===== config.mk =====
export PLATFORM = sky130hd
export DESIGN_NAME = srff_bank
export DESIGN_NICKNAME = d
export VERILOG_FILES = /design/src/rtl/srff_bank.sv
export SDC_FILE = /design/constraint.sdc
export NUM_CORES = 1
export LEC_CHECK = 0
export CAP_MARGIN = 5
export CORE_MARGIN = 10
export CORE_UTILIZATION = 55
export CTS_BUF_LIST = sky130_fd_sc_hd__clkbuf_8
export DETAILED_ROUTE_END_ITERATION = 12
export GPL_TIMING_DRIVEN = 0
export PLACE_DENSITY = 0.91
export SYNTH_ARGS = -nofsm -noshare
export SYNTH_HDL_FRONTEND = slang
export SYNTH_SLANG_ARGS = --single-unit

===== constraint.sdc =====
create_clock -name clk -period 3.03 [get_ports clk]
set_input_delay 0.7575 -clock clk [delete_from_list [all_inputs] [get_ports clk]]
set_output_delay 0.7575 -clock clk [all_outputs]
set_load 0.02 [all_outputs]

===== src/rtl/srff_bank.sv =====
// srff_bank: a bank of clocked SR storage elements.
// Each channel has an optional s/r synchroniser and a defined S=R=1 policy.
// Conflicts are recorded as a sticky per-channel flag and a saturating count.

// One SR channel: next-state rule, q/qbar/chg registers, and a conflict strobe.
module srff_lane #(
  parameter int   CONFLICT = 1,
  parameter logic INIT_BIT = 1'b0
) (
  input  logic clk,
  input  logic rst_n,
  input  logic ss,
  input  logic rs,
  input  logic en,
  output logic q,
  output logic qbar,
  output logic chg,
  output logic cf
);
  logic q_q, q_d, qbar_q, qbar_d, chg_q, chg_d;

  // Next state from the synchronised requests; S=R=1 resolved by CONFLICT.
  always_comb begin
    q_d = q_q;
    if (en) begin
      unique case ({ss, rs})
        2'b10:   q_d = 1'b1;
        2'b01:   q_d = 1'b0;
        2'b11: begin
          case (CONFLICT)
            1:       q_d = 1'b1;
            2:       q_d = 1'b0;
            3:       q_d = ~q_q;
            default: q_d = q_q;
          endcase
        end
        default: q_d = q_q;
      endcase
    end
    qbar_d = ~q_d;
    chg_d  = q_d ^ q_q;
    cf     = en & ss & rs;
  end

  // q and qbar are separate flops so qbar is glitch-free and always ~q.
  always_ff @(posedge clk or negedge rst_n) begin
    if (!rst_n) begin
      q_q    <= INIT_BIT;
      qbar_q <= ~INIT_BIT;
      chg_q  <= 1'b0;
    end else begin
      q_q    <= q_d;
      qbar_q <= qbar_d;
      chg_q  <= chg_d;
    end
  end

  assign q    = q_q;
  assign qbar = qbar_q;
  assign chg  = chg_q;
endmodule

module srff_bank #(
  parameter int               WIDTH       = 4,
  parameter int               SYNC_STAGES = 2,
  parameter int               CONFLICT    = 1,
  parameter logic [WIDTH-1:0] INIT        = '0,
  parameter int               CNT_W       = 8
) (
  input  logic             clk,
  input  logic             rst_n,
  input  logic [WIDTH-1:0] s,
  input  logic [WIDTH-1:0] r,
  input  logic             en,
  input  logic             clr,
  output logic [WIDTH-1:0] q,
  output logic [WIDTH-1:0] qbar,
  output logic [WIDTH-1:0] chg,
  output logic [WIDTH-1:0] conflict,
  output logic [CNT_W-1:0] conf_cnt
);
  localparam logic [CNT_W-1:0] CNT_MAX = {CNT_W{1'b1}};

  logic [WIDTH-1:0] ss, rs, cf;

  generate
    if (SYNC_STAGES == 0) begin : g_nosync
      assign ss = s;
      assign rs = r;
    end else begin : g_sync
      logic [SYNC_STAGES-1:0][WIDTH-1:0] s_sync_q, s_sync_d, r_sync_q, r_sync_d;

      // Shift chain: stage 0 samples the raw inputs, last stage feeds the lanes.
      always_comb begin
        s_sync_d[0] = s;
        r_sync_d[0] = r;
        for (int k = 1; k < SYNC_STAGES; k++) begin
          s_sync_d[k] = s_sync_q[k-1];
          r_sync_d[k] = r_sync_q[k-1];
        end
      end

      // Synchroniser flops; shift regardless of en, dropped on reset.
      always_ff @(posedge clk or negedge rst_n) begin
        if (!rst_n) begin
          s_sync_q <= '0;
          r_sync_q <= '0;
        end else begin
          s_sync_q <= s_sync_d;
          r_sync_q <= r_sync_d;
        end
      end

      assign ss = s_sync_q[SYNC_STAGES-1];
      assign rs = r_sync_q[SYNC_STAGES-1];
    end
  endgenerate

  generate
    for (genvar i = 0; i < WIDTH; i++) begin : g_lane
      srff_lane #(.CONFLICT(CONFLICT), .INIT_BIT(INIT[i])) u_lane (
        .clk  (clk),
        .rst_n(rst_n),
        .ss   (ss[i]),
        .rs   (rs[i]),
        .en   (en),
        .q    (q[i]),
        .qbar (qbar[i]),
        .chg  (chg[i]),
        .cf   (cf[i])
      );
    end
  endgenerate

  logic [WIDTH-1:0] conflict_q, conflict_d;
  logic [CNT_W-1:0] conf_cnt_q, conf_cnt_d;

  // Sticky flags and saturating cycle count; clr beats a same-cycle conflict.
  always_comb begin
    conflict_d = conflict_q | cf;
    conf_cnt_d = conf_cnt_q;
    if (|cf && conf_cnt_q != CNT_MAX) conf_cnt_d = conf_cnt_q + CNT_W'(1);
    if (clr) begin
      conflict_d = '0;
      conf_cnt_d = '0;
    end
  end

  // Conflict bookkeeping registers.
  always_ff @(posedge clk or negedge rst_n) begin
    if (!rst_n) begin
      conflict_q <= '0;
      conf_cnt_q <= '0;
    end else begin
      conflict_q <= conflict_d;
      conf_cnt_q <= conf_cnt_d;
    end
  end

  assign conflict = conflict_q;
  assign conf_cnt = conf_cnt_q;
endmodule


==> results.cfg, run 1 <==
[status]
status = finished, final reports clean

[logic_synthesis]
syn-num-nets = 143
synth_seq_area_share = 0.634
postSynth.asyncResetShare = 1.00
synth-seq-cells = 40
synthCells = 130
netlist_area_um2 = 1590
synth_top_area_cell = dfrtp_1
post-synth-top-count-cell = dfrtp_1
synth_commonest_cells = dfrtp_1, buf_4, nor2_1
synth_area_leaders = dfrtp_1, dfstp_2, buf_4
syn_avg_cell_area_um2 = 12.2
synth_edf_count = 0
synth-warning-count = 0
synthFlopType = dfrtp_1
synth_top_area_frac = 0.567
synth_cell_types = 34

[routing]
wl_per_cell_um = 16.0
route.antenna.remaining_nets = 0
vias = 1105
dr.pass1.iters = 4
drc = 0
via_per_inst = 5.44
drt_wl_total_um = 3260
drt-initial-drc-count = 63

[grt]
grt-busiest-layer = met2
grt_pass1_vias = 1104
grt_pass1_wl_um = 5380
met3_usage = 0.0565
grt_use_total = 0.128
grt_max_degree = 41
grtUsageMet2 = 0.205
grt_antenna_before_repair = 0
grt.overflow.total = 0
use_met1 = 0.140

[floorplan]
die_area_um2 = 5440
core_area_um2 = 2760
boundaryPins = 36
start_util = 0.576
rows = 19
die_x_um = 73.7
die-height_um = 73.7

[sta]
slew_headroom = 0.451
final_max_slew_viol_count = 0
finalWorstSetupSlack_ns = 0.758
rsz0062_at_grt = false
tns_ns = 0
clock_skew_ns = 0.00382
final_hold_viol_count = 0
timing.final.crit_share = 0.750
setup_viol = 0
max_freq_mhz = 440
post-route-min-period_ns = 2.27
timing.hold.ws_ns = 0.352
tightest_slew_ns = 0.824

[layout]
seq_area_um2 = 1010
areaGrowthSynthToFinish_pct = 30.8
n_antenna_cell = 0
fillerInstances = 183
instances_no_fill = 203
nNetsFinal = 184
fin_util = 0.753
drive_gt1_frac = 0.180
multi_input_area_um2 = 443
fin_area_um2 = 2080

[setup_path]
critPathLaunch = g_lane[1].u_lane.qbar
reg2reg_slack_ns = 1.38
crit_arrival_ns = 1.51
start_kind = flop
end_kind = output port
r2r_start = conf_cnt[0]
path_max_fanout = 1
cp.required_ns = 2.27
endpoint = qbar[1]
worstReg2RegEnd = conf_cnt[5]
critical_path_class = flop to output port
ff2ff_path_depth = 5

[placed_design]
place_ws_ns = 1.05
port_buffers = 34
place_area_um2 = 1960
gp_congestion = 0.786
detailed_place_hpwl_um = 2270
dp.cells = 195

[power]
vdd_drop_max_v = 0.000566
leakage_nw = 0.912
power_mw = 1.19
cellPowerDensity_nw_per_um2 = 575

[clock_network]
htree_levels = 2
numClockSinks = 40
cts-buffers-inserted = 5
cts_buffer_depth = 2
cts_hold_buf = 0
post_cts_buffers = 0
clk_pin_slew_ns = 0.08
clock_latency_ns = 0.29
cts_tree = done
cts_root_buf = clkbuf_8
cts_resized = 0

[hold_path]
hp-class = flop to flop
min_from = g_sync.r_sync_d[6]

[run]
cap_violations = 0
cells by family after synthesis:
family	share of synthesized area
multiplexers	0.0260
buffers and inverters	0.0875
AO/OA/AOI/OAI	0.116
flip-flops	0.634
adder cells (fa/ha/maj)	0.00788
AND/OR/NAND/NOR	0.129
where the power goes:
part | switching, mW | internal (mW) | total [mW]
Clock | 0.188 | 0.248 | 0.435
Combinational | 0.0769 | 0.0893 | 0.166
Sequential | 0.0239 | 0.569 | 0.593
Total | 0.288 | 0.907 | 1.19
registers in the layout (all words and copies together), names as in the netlist:
signal and cells:
g_lane.u_lane.qbar 4, g_sync.r_sync_d 4, ss 4, conflict 4, g_lane.u_lane.chg 4, g_lane.u_lane.q 4, rs 4, g_sync.s_sync_d 4
conf_cnt 8
worst max-delay path, cell delays in order (launching register included):
cell and delay, ns:
dfstp_2 0.54, buf_4 0.09, clkdlybuf4s50_1 0.59
per-layer routing:
| layer | wire, um | share of wire | up-vias |
|---|---|---|---|
| li1 | - | - | 522 |
| met1 | 1210 | 0.37 | 526 |
| met2 | 1680 | 0.52 | 45 |
| met3 | 264 | 0.081 | 12 |
| met4 | 102 | 0.031 | 0 |
| met5 | 0 | 0 | - |
worst min-delay path by stage:
stage | end | slack (ns) | depth (start not counted)
4_1_cts | rs[2] | 0.35 | 0
3_3_place_gp | rs[1] | 0.33 | 0
3_5_place_dp | rs[2] | 0.34 | 0
6_report | rs[2] | 0.35 | 0
5_1_grt | rs[2] | 0.36 | 0
2_1_floorplan | rs[0] | 0.33 | 0
placed cells by master (no fill, tap or decap), types with 3 or more instances in the layout:
master | synthesis | routed
o31ai_1 | 3 | 3
clkdlybuf4s50_1 | 0 | 33
nand3_1 | 4 | 4
a31oi_1 | 4 | 4
dfstp_2 | 4 | 4
dfrtp_1 | 36 | 36
a21oi_1 | 6 | 6
a22o_1 | 4 | 4
clkbuf_8 | 0 | 5
nand2_1 | 8 | 8
inv_1 | 5 | 5
buf_4 | 12 | 12
mux2i_1 | 3 | 3
nor2_1 | 9 | 9
final cells by class:
type / instances / share of cell area
Buffer: 16 / 0.0578
Timing Repair Buffer: 34 / 0.161
Clock buffer: 5 / 0.0331
Clock inverter: 3 / 0.0223
Sequential cell: 40 / 0.484
Multi-Input combinational cell: 69 / 0.213
Inverter: 5 / 0.00904
Tap cell: 31 / 0.0187
(Power assumes the default switching activity.)
==> run 2: changes to the inputs <==
--- a/config.mk
+++ b/config.mk
@@ -7,11 +7,11 @@
 export LEC_CHECK = 0
 export CAP_MARGIN = 5
 export CORE_MARGIN = 10
-export CORE_UTILIZATION = 55
+export CORE_UTILIZATION = 46
 export CTS_BUF_LIST = sky130_fd_sc_hd__clkbuf_8
 export DETAILED_ROUTE_END_ITERATION = 12
 export GPL_TIMING_DRIVEN = 0
-export PLACE_DENSITY = 0.91
+export PLACE_DENSITY = 0.82
 export SYNTH_ARGS = -nofsm -noshare
 export SYNTH_HDL_FRONTEND = slang
 export SYNTH_SLANG_ARGS = --single-unit
==> constraint.sdc (replaced) <==
create_clock -name clk -period 2 [get_ports clk]
set_input_delay 0.5 -clock clk [delete_from_list [all_inputs] [get_ports clk]]
set_output_delay 0.5 -clock clk [all_outputs]
set_load 0.02 [all_outputs]
==> run 2 against run 1 <==
Sequential share of layout area down 0.66 points. Largest power group unchanged. Core utilization down 12 points. Die area up 14%. Non-clock buffer count unchanged. First-iteration DRC count shrank 13%.
==> results.cfg, run 2 (same netlist as run 1, synthesis figures left out) <==
[grt]
grt_pass1_wl_um = 5260
grt_pass1_vias = 1156
grt_max_degree = 41
grt.overflow.total = 0
grt_use_total = 0.107
grt_antenna_before_repair = 0

[layout]
final_common_cell = dfrtp_1
n_antenna_cell = 0
mostFrequentLayoutCells = dfrtp_1, clkdlybuf4s50_1, buf_4
areaGrowthSynthToFinish_pct = 32.6
fillerInstances = 279
largest_reg_flops = 8
nNetsFinal = 184
drive_gt1_frac = 0.180
instances_no_fill = 218

[routing]
via_per_inst = 5.00
drt-initial-drc-count = 55
drt_wl_total_um = 3090
wl_per_cell_um = 14.2
vias = 1090
route.antenna.remaining_nets = 0
dr.pass1.iters = 4
drc = 0

[power]
leakage_nw = 0.937
vdd_drop_max_v = 0.000471
power_mw = 1.84
cellPowerDensity_nw_per_um2 = 876

[clock_network]
numClockSinks = 40
cts_root_buf = clkbuf_8
cts_tree = done
cts_buffer_depth = 2
clock_latency_ns = 0.29
post_cts_buffers = 0
clk_pin_slew_ns = 0.07
cts-buffers-inserted = 5
htree_levels = 2

[setup_path]
cp_cell_sequence = buf_4 > clkdlybuf4s50_1
cp.required_ns = 1.50
path_max_fanout = 4
critPathMaxStageDelay_ns = 0.59
crit_slowest_cell = clkdlybuf4s50_1
crit_arrival_ns = 1.43
end_kind = output port
start_kind = flop
ff2ff_path_depth = 5
critical_path_class = flop to output port

[floorplan]
core_area_um2 = 3340
boundaryPins = 36
rows = 21
die_area_um2 = 6200
die-height_um = 78.8
die_x_um = 78.8
start_util = 0.476

[sta]
post-route-min-period_ns = 1.93
final_max_slew_viol_count = 0
slew_headroom = 0.450
final_hold_viol_count = 0
rsz0062_at_grt = false
clock_skew_ns = 0.00871
tightest_slew_ns = 0.825
tns_ns = 0
timing.final.crit_share = 0.963
max_freq_mhz = 519
timing.hold.ws_ns = 0.301
setup_viol = 0

[run]
cap_violations = 0

[placed_design]
detailed_place_hpwl_um = 2280
gp_congestion = 0.843
dp.cells = 210
port_buffers = 34

[hold_path]
hp-class = input pin to asynchronous set/reset pin

[status]
status = finished, final reports clean
==> run 2: final cells by class <==
class	instances	area (um^2)	share of cell area
flip-flops and latches	40	1010	0.478
multi-input cells	69	443	0.210
repair buffers	34	334	0.159
plain buffers	16	120	0.0570
clock buffers	7	96.3	0.0458
well taps	46	57.6	0.0273
clock inverters	1	30.0	0.0143
inverters	5	18.8	0.00891
==> run 2: where the power goes <==
group | switching [mW] | internal (mW)
sequential | 0.0321 | 0.863
combinational | 0.113 | 0.129
clock | 0.266 | 0.440
total | 0.411 | 1.43
==> run 2: through the flow <==
step / area [um^2] / setup slack (ns) / utilization
after floorplan: 1590 / 0.425 / -
after global placement: 1990 / -0.369 / 0.595
after detailed placement: 1980 / 0.272 / 0.594
after CTS: 2100 / 0.00360 / 0.630
after global routing: 2110 / 0.00638 / 0.631
final: 2110 / 0.0748 / 0.631
==> run 2: timing repair <==
action	CTS	global route
resized for setup	3	1
pin swaps	0	0
endpoints found under the setup margin	3	1
hold endpoints to repair	0	0
hold buffers	0	0
==> run 2: final timing paths <==
check,start,end,slack (ns)
setup / recovery,g_lane[3].u_lane.q,q[3],0.07
hold / removal,rst_n,g_lane[3].u_lane.q,0.30
setup reg to reg,conf_cnt[0],conf_cnt[5],0.29
hold reg to reg,g_sync.r_sync_d[5],rs[1],0.34
max in group asynchronous,rst_n,g_sync.s_sync_d[5],1.17
min in group clk,g_sync.r_sync_d[5],rs[1],0.34
==> run 2: worst max-delay path: cells and delay by family (launching register included) <==
kind	cells	cell delay, ns
buffers and inverters	2	0.72
flip-flops	1	0.41
==> run 2: per-layer routing <==
layer / wire length, um / track usage
met1: 1210 / 0.110
met2: 1440 / 0.167
met3: 347 / 0.0586
met4: 88 / 0.0699
met5: 0 / 0
